### src/rtl/palette_encoder_if.sv
// Pixel stream and index RAM write bus of the palette encoder.
// The encoder side uses the slave modport, the pixel source/RAM side the master modport.
interface palette_encoder_if #(
  parameter int unsigned PACK   = 8,
  parameter int unsigned ADDR_W = 7
);
  logic                  in_valid;
  logic [31:0]           in_pixel;
  logic                  in_ready;
  logic                  mem_we;
  logic [ADDR_W-1:0]     mem_addr;
  logic [3*PACK-1:0]     mem_wdata;

  modport slave (
    input  in_valid, in_pixel,
    output in_ready, mem_we, mem_addr, mem_wdata
  );

  modport master (
    output in_valid, in_pixel,
    input  in_ready, mem_we, mem_addr, mem_wdata
  );
endinterface

### src/rtl/palette_encoder.sv
// Palette encoder: maps ARGB pixels to 3-bit sprite palette indices, packs PACK indices per
// word and writes the words into index RAM, one image per start request.
module palette_encoder #(
  parameter int unsigned NUM_PIXELS = 1024,
  parameter int unsigned PACK       = 8,
  parameter int unsigned ADDR_W     = 7
) (
  input  logic                clk,
  input  logic                rst,
  input  logic                start,
  palette_encoder_if.slave    bus,
  output logic                busy,
  output logic                done,
  output logic [15:0]         miss_count
);
  localparam int unsigned PIX_W  = $clog2(NUM_PIXELS + 1);
  localparam int unsigned SLOT_W = (PACK > 1) ? $clog2(PACK) : 1;
  localparam int unsigned WORD_W = 3 * PACK;

  typedef enum logic [1:0] {StIdle, StRun, StFlush, StFin} state_e;

  state_e              state_q;
  logic [PIX_W-1:0]    pix_cnt_q;
  logic [SLOT_W-1:0]   slot_cnt_q;
  logic [ADDR_W-1:0]   word_cnt_q;
  logic [WORD_W-1:0]   pack_q;
  logic                in_ready_q;
  logic                mem_we_q;
  logic [ADDR_W-1:0]   mem_addr_q;
  logic [WORD_W-1:0]   mem_wdata_q;
  logic                busy_q;
  logic                done_q;
  logic [15:0]         miss_q;

  logic [2:0]          pix_idx;
  logic                accept;
  logic                last_pix;
  logic                last_slot;
  logic [WORD_W-1:0]   pack_next;

  // Colour-to-index lookup; anything not transparent or an exact opaque match is unmapped (7).
  always_comb begin
    pix_idx = 3'd7;
    if (bus.in_pixel[31:24] == 8'h00) begin
      pix_idx = 3'd0;
    end else if (bus.in_pixel[31:24] == 8'hFF) begin
      case (bus.in_pixel[23:0])
        24'h000000: pix_idx = 3'd1;
        24'h00821A: pix_idx = 3'd2;
        24'h06A300: pix_idx = 3'd3;
        24'h38D979: pix_idx = 3'd4;
        24'h75FFD6: pix_idx = 3'd5;
        24'h52DEA1: pix_idx = 3'd6;
        default:    pix_idx = 3'd7;
      endcase
    end
  end

  assign accept    = bus.in_valid & in_ready_q;
  assign last_pix  = (pix_cnt_q == PIX_W'(NUM_PIXELS - 1));
  assign last_slot = (slot_cnt_q == SLOT_W'(PACK - 1));
  assign pack_next = pack_q | (WORD_W'(pix_idx) << (3 * slot_cnt_q));

  // Control FSM with registered handshake, RAM write and status outputs.
  always_ff @(posedge clk or posedge rst) begin
    if (rst) begin
      state_q     <= StIdle;
      pix_cnt_q   <= '0;
      slot_cnt_q  <= '0;
      word_cnt_q  <= '0;
      pack_q      <= '0;
      in_ready_q  <= 1'b0;
      mem_we_q    <= 1'b0;
      mem_addr_q  <= '0;
      mem_wdata_q <= '0;
      busy_q      <= 1'b0;
      done_q      <= 1'b0;
      miss_q      <= '0;
    end else begin
      mem_we_q <= 1'b0;
      done_q   <= 1'b0;
      case (state_q)
        StIdle: begin
          if (start) begin
            state_q    <= StRun;
            in_ready_q <= 1'b1;
            busy_q     <= 1'b1;
            pix_cnt_q  <= '0;
            slot_cnt_q <= '0;
            word_cnt_q <= '0;
            pack_q     <= '0;
            miss_q     <= '0;
          end
        end
        StRun: begin
          if (accept) begin
            pix_cnt_q <= pix_cnt_q + 1'b1;
            if (pix_idx == 3'd7 && miss_q != 16'hFFFF) begin
              miss_q <= miss_q + 16'd1;
            end
            if (last_pix) begin
              // Final word goes out now; unfilled slots remain zero.
              mem_we_q    <= 1'b1;
              mem_addr_q  <= word_cnt_q;
              mem_wdata_q <= pack_next;
              pack_q      <= '0;
              slot_cnt_q  <= '0;
              in_ready_q  <= 1'b0;
              state_q     <= StFlush;
            end else if (last_slot) begin
              mem_we_q    <= 1'b1;
              mem_addr_q  <= word_cnt_q;
              mem_wdata_q <= pack_next;
              word_cnt_q  <= word_cnt_q + 1'b1;
              pack_q      <= '0;
              slot_cnt_q  <= '0;
            end else begin
              pack_q     <= pack_next;
              slot_cnt_q <= slot_cnt_q + 1'b1;
            end
          end
        end
        StFlush: begin
          state_q <= StFin;
          busy_q  <= 1'b0;
          done_q  <= 1'b1;
        end
        StFin: begin
          state_q <= StIdle;
        end
        default: begin
          state_q <= StIdle;
        end
      endcase
    end
  end

  assign bus.in_ready  = in_ready_q;
  assign bus.mem_we    = mem_we_q;
  assign bus.mem_addr  = mem_addr_q;
  assign bus.mem_wdata = mem_wdata_q;
  assign busy          = busy_q;
  assign done          = done_q;
  assign miss_count    = miss_q;

endmodule

### src/flat_wrapper.sv
// flat-port wrapper written by rule: the top's interface ports become plain ports
module palette_encoder_flat 
#(
  parameter int unsigned NUM_PIXELS = 1024,
  parameter int unsigned PACK       = 8,
  parameter int unsigned ADDR_W     = 7
)
  (clk, rst, start, busy, done, miss_count, bus_in_valid, bus_in_pixel, bus_in_ready, bus_mem_we, bus_mem_addr, bus_mem_wdata);
  palette_encoder_if #(.PACK(PACK), .ADDR_W(ADDR_W)) bus_i ();
  input  logic clk;
  input  logic rst;
  input  logic start;
  output logic busy;
  output logic done;
  output logic [15:0] miss_count;
  input wire logic [$bits(bus_i.in_valid)-1:0] bus_in_valid;
  input wire logic [$bits(bus_i.in_pixel)-1:0] bus_in_pixel;
  output wire logic [$bits(bus_i.in_ready)-1:0] bus_in_ready;
  output wire logic [$bits(bus_i.mem_we)-1:0] bus_mem_we;
  output wire logic [$bits(bus_i.mem_addr)-1:0] bus_mem_addr;
  output wire logic [$bits(bus_i.mem_wdata)-1:0] bus_mem_wdata;
  assign bus_i.in_valid = bus_in_valid;
  assign bus_i.in_pixel = bus_in_pixel;
  assign bus_in_ready = bus_i.in_ready;
  assign bus_mem_we = bus_i.mem_we;
  assign bus_mem_addr = bus_i.mem_addr;
  assign bus_mem_wdata = bus_i.mem_wdata;
  palette_encoder #(.NUM_PIXELS(NUM_PIXELS), .PACK(PACK), .ADDR_W(ADDR_W)) u_core (.clk(clk), .rst(rst), .start(start), .bus(bus_i), .busy(busy), .done(done), .miss_count(miss_count));
endmodule
### config.mk
export PLATFORM = sky130hd
export DESIGN_NAME = palette_encoder_flat
export DESIGN_NICKNAME = d
export VERILOG_FILES = /design/src/rtl/palette_encoder_if.sv /design/src/rtl/palette_encoder.sv /design/src/flat_wrapper.sv
export SDC_FILE = /design/constraint.sdc
export NUM_CORES = 1
export LEC_CHECK = 0
export ABC_AREA = 1
export ABC_CLOCK_PERIOD_IN_PS = 4080
export BUFFER_PORTS_ARGS = -buffer_cell sky130_fd_sc_hd__clkbuf_2
export CAP_MARGIN = 20
export CELL_PAD_IN_SITES_DETAIL_PLACEMENT = 1
export CELL_PAD_IN_SITES_GLOBAL_PLACEMENT = 2
export CORE_UTILIZATION = 35
export DETAILED_ROUTE_END_ITERATION = 10
export GPL_TIMING_DRIVEN = 0
export PLACE_DENSITY = 0.95
export REMOVE_ABC_BUFFERS = 1
export SETUP_SLACK_MARGIN = 0.5
export SKIP_LAST_GASP = 1
export SLEW_MARGIN = 0
export SYNTH_ARGS = -nofsm -noshare
export SYNTH_HDL_FRONTEND = slang
export SYNTH_SLANG_ARGS = --single-unit
### constraint.sdc
create_clock -name clk -period 4.08 [get_ports clk]
set_clock_uncertainty 0.1 [all_clocks]
set_input_delay 0.204 -clock clk [delete_from_list [all_inputs] [get_ports clk]]
set_output_delay 0.204 -clock clk [all_outputs]
set_load 0.01 [all_outputs]
* Word level (Yosys, flattened, before mapping)
Index checks and enable logic that the tools add are counted.
** Operators by class
- Divide/modulo/power cells :: 0
- Bitwise operators :: 2
- Reduce and logical (&&, ||, !) cells :: 14
- Shift-type cells :: 1
- $mul :: 1
- Magnitude comparators :: 0
- Eq/ne operators :: 19
- Add/sub/neg operators :: 4
- Multiplexer cells :: 43
** Operators by type and width (count)
- 24-bit two-way mux :: 6
- 24-bit by 23-bit == test with 1-bit output, second input constant :: 2
- 16-bit two-way mux :: 3
- 24-bit one-hot mux with 2 select lines :: 1
- 7-bit two-way mux :: 6
- 16-bit one-hot mux with 2 select lines :: 1
- 24-bit by 16-bit == test with 1-bit output, second input constant :: 1
- 24-bit by 19-bit == test with 1-bit output, second input constant :: 1
- 24-bit by 22-bit == test with 1-bit output, second input constant :: 1
- 24-bit zero test :: 1
- 24-bit bitwise OR :: 1
- 3-bit by 5-bit << shifter with 24-bit output :: 1
- 11-bit two-way mux :: 2
- 11-bit one-hot mux with 2 select lines :: 1
- 3-bit two-way mux :: 6
- 3-bit one-hot mux with 6 select lines :: 1
- 16-bit by 1-bit adder with 16-bit output, second input constant :: 1
- 16-bit inequality test, second input constant :: 1
- 7-bit one-hot mux with 2 select lines :: 1
- 11-bit by 1-bit adder with 11-bit output, second input constant :: 1
- 11-bit by 10-bit == test with 1-bit output, second input constant :: 1
- 3-bit AND reduction :: 3
- 8-bit == test, second input constant :: 1
- 8-bit zero test :: 1
- other kinds (20) :: 39
** Word-level totals
- Register bits after elaboration :: 98
- Memories kept :: 0
- Bits in writable memories :: 0
- Bits of input ports :: 36
- Word-level logic and storage cells :: 96
- Memory bits (read-only) :: 0
- Latch bits :: 0

* Logic depth before layout (Yosys ltp)
- Depth in word-level cells :: 10
- Depth in mapped cells :: 16
- Gate-level depth less buffers :: 15

* Worst setup path before layout
No wires, ideal clock.
- Kind :: register to register
- From :: reg u_core.state_q[1]
- To :: reg u_core.word_cnt_q[6]
- Required time :: 3.859 ns
- Setup slack :: 2.068 ns
- Path buffers :: 1
- Data arrival time :: 1.791 ns
- Clock period less this slack :: 2.012 ns
- Cell stages (with the launch flop) :: 17
- Cell sequence :: dfrtp_1 inv_1 ha_1 buf_6 inv_2 nor2_2 inv_2 nor2_4 inv_2 nand2_4 nand3_1 nand2_2 nand3_2 nor2_2 nand2_1 o21ai_1 a21oi_1
** Between the ends
- Cells in the longest elaborated chain, start to end :: 3
- Elaborated cells on any way between the ends :: 9
- Classes of those cells :: 5 x eq/ne; 1 x mux; 3 x reduce/logical
** Ends and longest elaborated chain
- from (decl) :: RTL line palette_encoder.sv:22 : state_e state_q;
- from (signal assigned) :: RTL line palette_encoder.sv:67 : state_q <= StIdle;
- from (signal assigned) :: RTL line palette_encoder.sv:85 : state_q <= StRun;
- from (signal assigned) :: RTL line palette_encoder.sv:109 : state_q <= StFlush;
- 2-bit by 1-bit == test with 1-bit output or 2-bit zero test (tied branches) :: RTL line palette_encoder.sv:82 : case (state_q)
- 2-bit inequality test (no line) (tied with other cells)
- 5-bit AND reduction (no line)
- to (signal assigned) :: RTL line palette_encoder.sv:114 : word_cnt_q <= word_cnt_q + 1'b1;
- to (decl) :: RTL line palette_encoder.sv:25 : logic [ADDR_W-1:0] word_cnt_q;
Parallel ways exist; a longest one is shown, timed or not.
A chain may end at the register's enable or synchronous reset.

* Final worst setup path
- From :: reg u_core.state_q[1]
- To :: reg u_core.pix_cnt_q[6]
** Between the ends
- Cells in the longest elaborated chain, start to end :: 3
- Elaborated cells on any way between the ends :: 7
- Classes of those cells :: 3 x eq/ne; 1 x mux; 3 x reduce/logical
** Ends and longest elaborated chain
- 2-bit by 1-bit == test with 1-bit output or 2-bit zero test (tied branches) :: RTL line palette_encoder.sv:82
- 2-bit by 1-bit inequality test with 1-bit output (no line) (tied with other cells)
- 3-bit AND reduction (no line)
- to (signal assigned) :: RTL line palette_encoder.sv:97 : pix_cnt_q <= pix_cnt_q + 1'b1;
- to (decl) :: RTL line palette_encoder.sv:23 : logic [PIX_W-1:0] pix_cnt_q;
Parallel ways exist; a longest one is shown, timed or not.

==> metrics.txt <==
number of synthesized flops with an enable pin 0; Tightest Pin Transition 810.6 ps; Max FO, Critical Path 39; register bit count reported by yosys 98; Hold Violations, Final 0; Core Region 14590 sq um; IO Count 87; clk_lat worst skew 360 ps; First-pass DRT Iterations 6; vias in the first global route 5170; CTS max path bufs 2; Tcrit/Tclk final 79.13%; Fmax achieved 309.8 MHz; pin count of the biggest net entering global routing 57; Setup-failing EPs final 0; CTS root buffer clkbuf_16; vias post-DR 4717; Final Max Tran Viols 0; area leader, netlist dfrtp_1; CP Class reg2reg; final setup margin 851.6 ps; die area 15470 sq um; Synth top area share 46.80%; final WL 13750 um; drt via density 4.986; dpl cell area 5802 sq um; layout filler cell count 1816; dominant synthesized flop cell dfrtp_1; Worst slew margin 45.83%; RSZ-0062 raised after global routing no; synth top area cells dfrtp_1, nand2_1, o21ai_0; worst slack at placement 612.7 ps; CTS H-Tree Depth 3; n_diodes 0; CP arrival 3360 ps; Final Hold Slack 63.82 ps; DPL Wire Length 10030 um; Die X-Extent 124.4 um; max-cap violations 0; port bufs 86; register area 2452 sq um; synth-to-layout area growth 16.43%; first-pass GRT wire length 24160 um; row count 44; syn_area_per_cell 7.729 sq um; Crit. End Element register; leakage 3.080 nW; initial antenna violation count 0; sequential cell area fraction in the yosys report 46.80%; nets 801; Worst-path clk slew 70 ps; Reg2Reg Depth 13; asr flop ratio synth 100.0%; fraction of final layout cells sized beyond drive strength 1 17.19%; Post-Syn Instances 678; CP Launch Type register; maximum vdd drop 0.0002552 V; status completed; Hold Crit Start start; antenna viol nets, final 0; Remaining DRCs 0; 1st-iter DRT viols 154; area of the multi-input gates 2365 sq um; final instance area 6101 sq um; setup bufs post-CTS 0; global route total overflow 0; Hold Crit Endpoint u_core.busy; Setup TNS 0 ps; total clock sinks 98; HP Class in2reg; Die Y 124.4 um; power density over cell area 432.6 nW/um^2; CTS tree yes; routability cong. 0.8475; Synth cell types 37; RR Startpoint u_core.state_q[1]; most frequent cells after synthesis nand2_1, dfrtp_1, nor2_1, inv_1, o21ai_0; CP required 4210 ps; count leader, synth nand2_1; Yosys warnings 0; GR Util All Layers 18.88%; hold-critical path depth 4; total CTS buffers 9; WL per Instance 14.54 um; mapped cell area 5240 sq um; Reg2Reg Capture Point u_core.pix_cnt_q[6]; minimum clock period 3228 ps; initial core utilization 35.92%; R2R Setup Slk 850 ps
-- stage by stage --
step / power, W / instances / utilization (%)
finish: 0.002639 / 946 / 41.82
detailed placement: 0.001822 / 929 / 39.77
CTS: 0.002672 / 946 / 41.80
global route: 0.002805 / 946 / 41.82
floorplan: 0.001566 / 658 / -
global placement: 0.001763 / 928 / 39.56
-- cells in the final DEF, fill, tap and decap left out, types with 3 or more instances in the layout --
master       n
nand2_1    175
inv_1       72
a21oi_1     29
o21ai_0     63
xor2_1      12
clkbuf_16    9
nand4_1     17
inv_2        5
nand2_2      4
nor2_1      75
clkbuf_2    86
nand3_1     36
nor2_4       4
nand2_4      3
ha_1         7
and2_1      16
nor2_2       4
dfrtp_1     98
o21ai_1      5
nor3_1      13
nor4_1       3
-- where the power goes --
group          leakage (nW)  internal, W  switching [W]
combinational          1.59     0.000192       0.000479
sequential             1.35      0.00105      0.0000802
clock                 0.140     0.000426       0.000409
-- worst max path at each step --
stage	slack [ps]	endpoint	from
floorplan	1210	u_core.bus.in_ready	rst
global placement	80	u_core.miss_count[8]	rst
detailed placement	610	u_core.pix_cnt_q[4]	u_core.state_q[1]
CTS	610	u_core.pix_cnt_q[6]	u_core.state_q[1]
global route	560	u_core.pix_cnt_q[4]	u_core.state_q[1]
finish	850	u_core.pix_cnt_q[6]	u_core.state_q[1]
-- flip-flops by register name, indices dropped and copies added (netlist names) --
name,cells
u_core.state_q,2
u_core.done,1
u_core.pix_cnt_q,11
u_core.busy,1
u_core.pack_q,24
u_core.bus.mem_we,1
u_core.miss_count,16
u_core.slot_cnt_q,3
u_core.word_cnt_q,7
u_core.bus.mem_addr,7
u_core.bus.mem_wdata,24
u_core.bus.in_ready,1
-- area by class of cell --
type / count / area share [%]
flip-flops and latches: 98 / 40.20
multi-input cells: 481 / 38.76
repair buffers: 88 / 7.670
clock inverters: 7 / 1.005
inverters: 79 / 4.902
clock buffers: 9 / 3.692
well taps: 184 / 3.774
-- what timing repair did --
| item | 4_1_cts | 5_1_grt |
|---|---|---|
| hold endpoints to repair | 42 | 0 |
| hold buffers | 1 | 0 |
| gates resized for setup | 0 | 1 |
| endpoints found under the setup margin | 0 | 3 |
-- cell families (layout without fill, tap and decap cells) --
kind of cell / after synthesis / in the layout / share of synthesized area (%)
adders and majority gates: 8 / 8 / 1.910
buffers and inverters: 99 / 183 / 8.118
AOI/OAI and AO/OA: 101 / 101 / 9.838
DFF: 98 / 98 / 46.80
xor gates and xnor gates: 13 / 13 / 2.173
and+or+nand+nor: 359 / 359 / 31.16
-- worst max-delay path: stages (launching register included) --
cell     delay (ps)
dfrtp_1         380
inv_1           120
ha_2            370
inv_2           190
nor2_2          150
inv_2            70
nor2_4          190
inv_2            80
nand2_4         380
inv_1           390
nor2_1          190
inv_1            80
o21ai_0         290
a21oi_1         110
-- metal layers --
metal / track usage (%) / up-vias / part of all wire (%) / routed length (um)
li1: - / 2323 / - / -
met3: 2.921 / 24 / 2.3 / 314
met2: 33.99 / 56 / 51 / 6948
met4: 7.371 / 0 / 2.2 / 308
met1: 22.37 / 2314 / 45 / 6179
met5: 0 / - / 0 / 0
(Power assumes the default switching activity.)
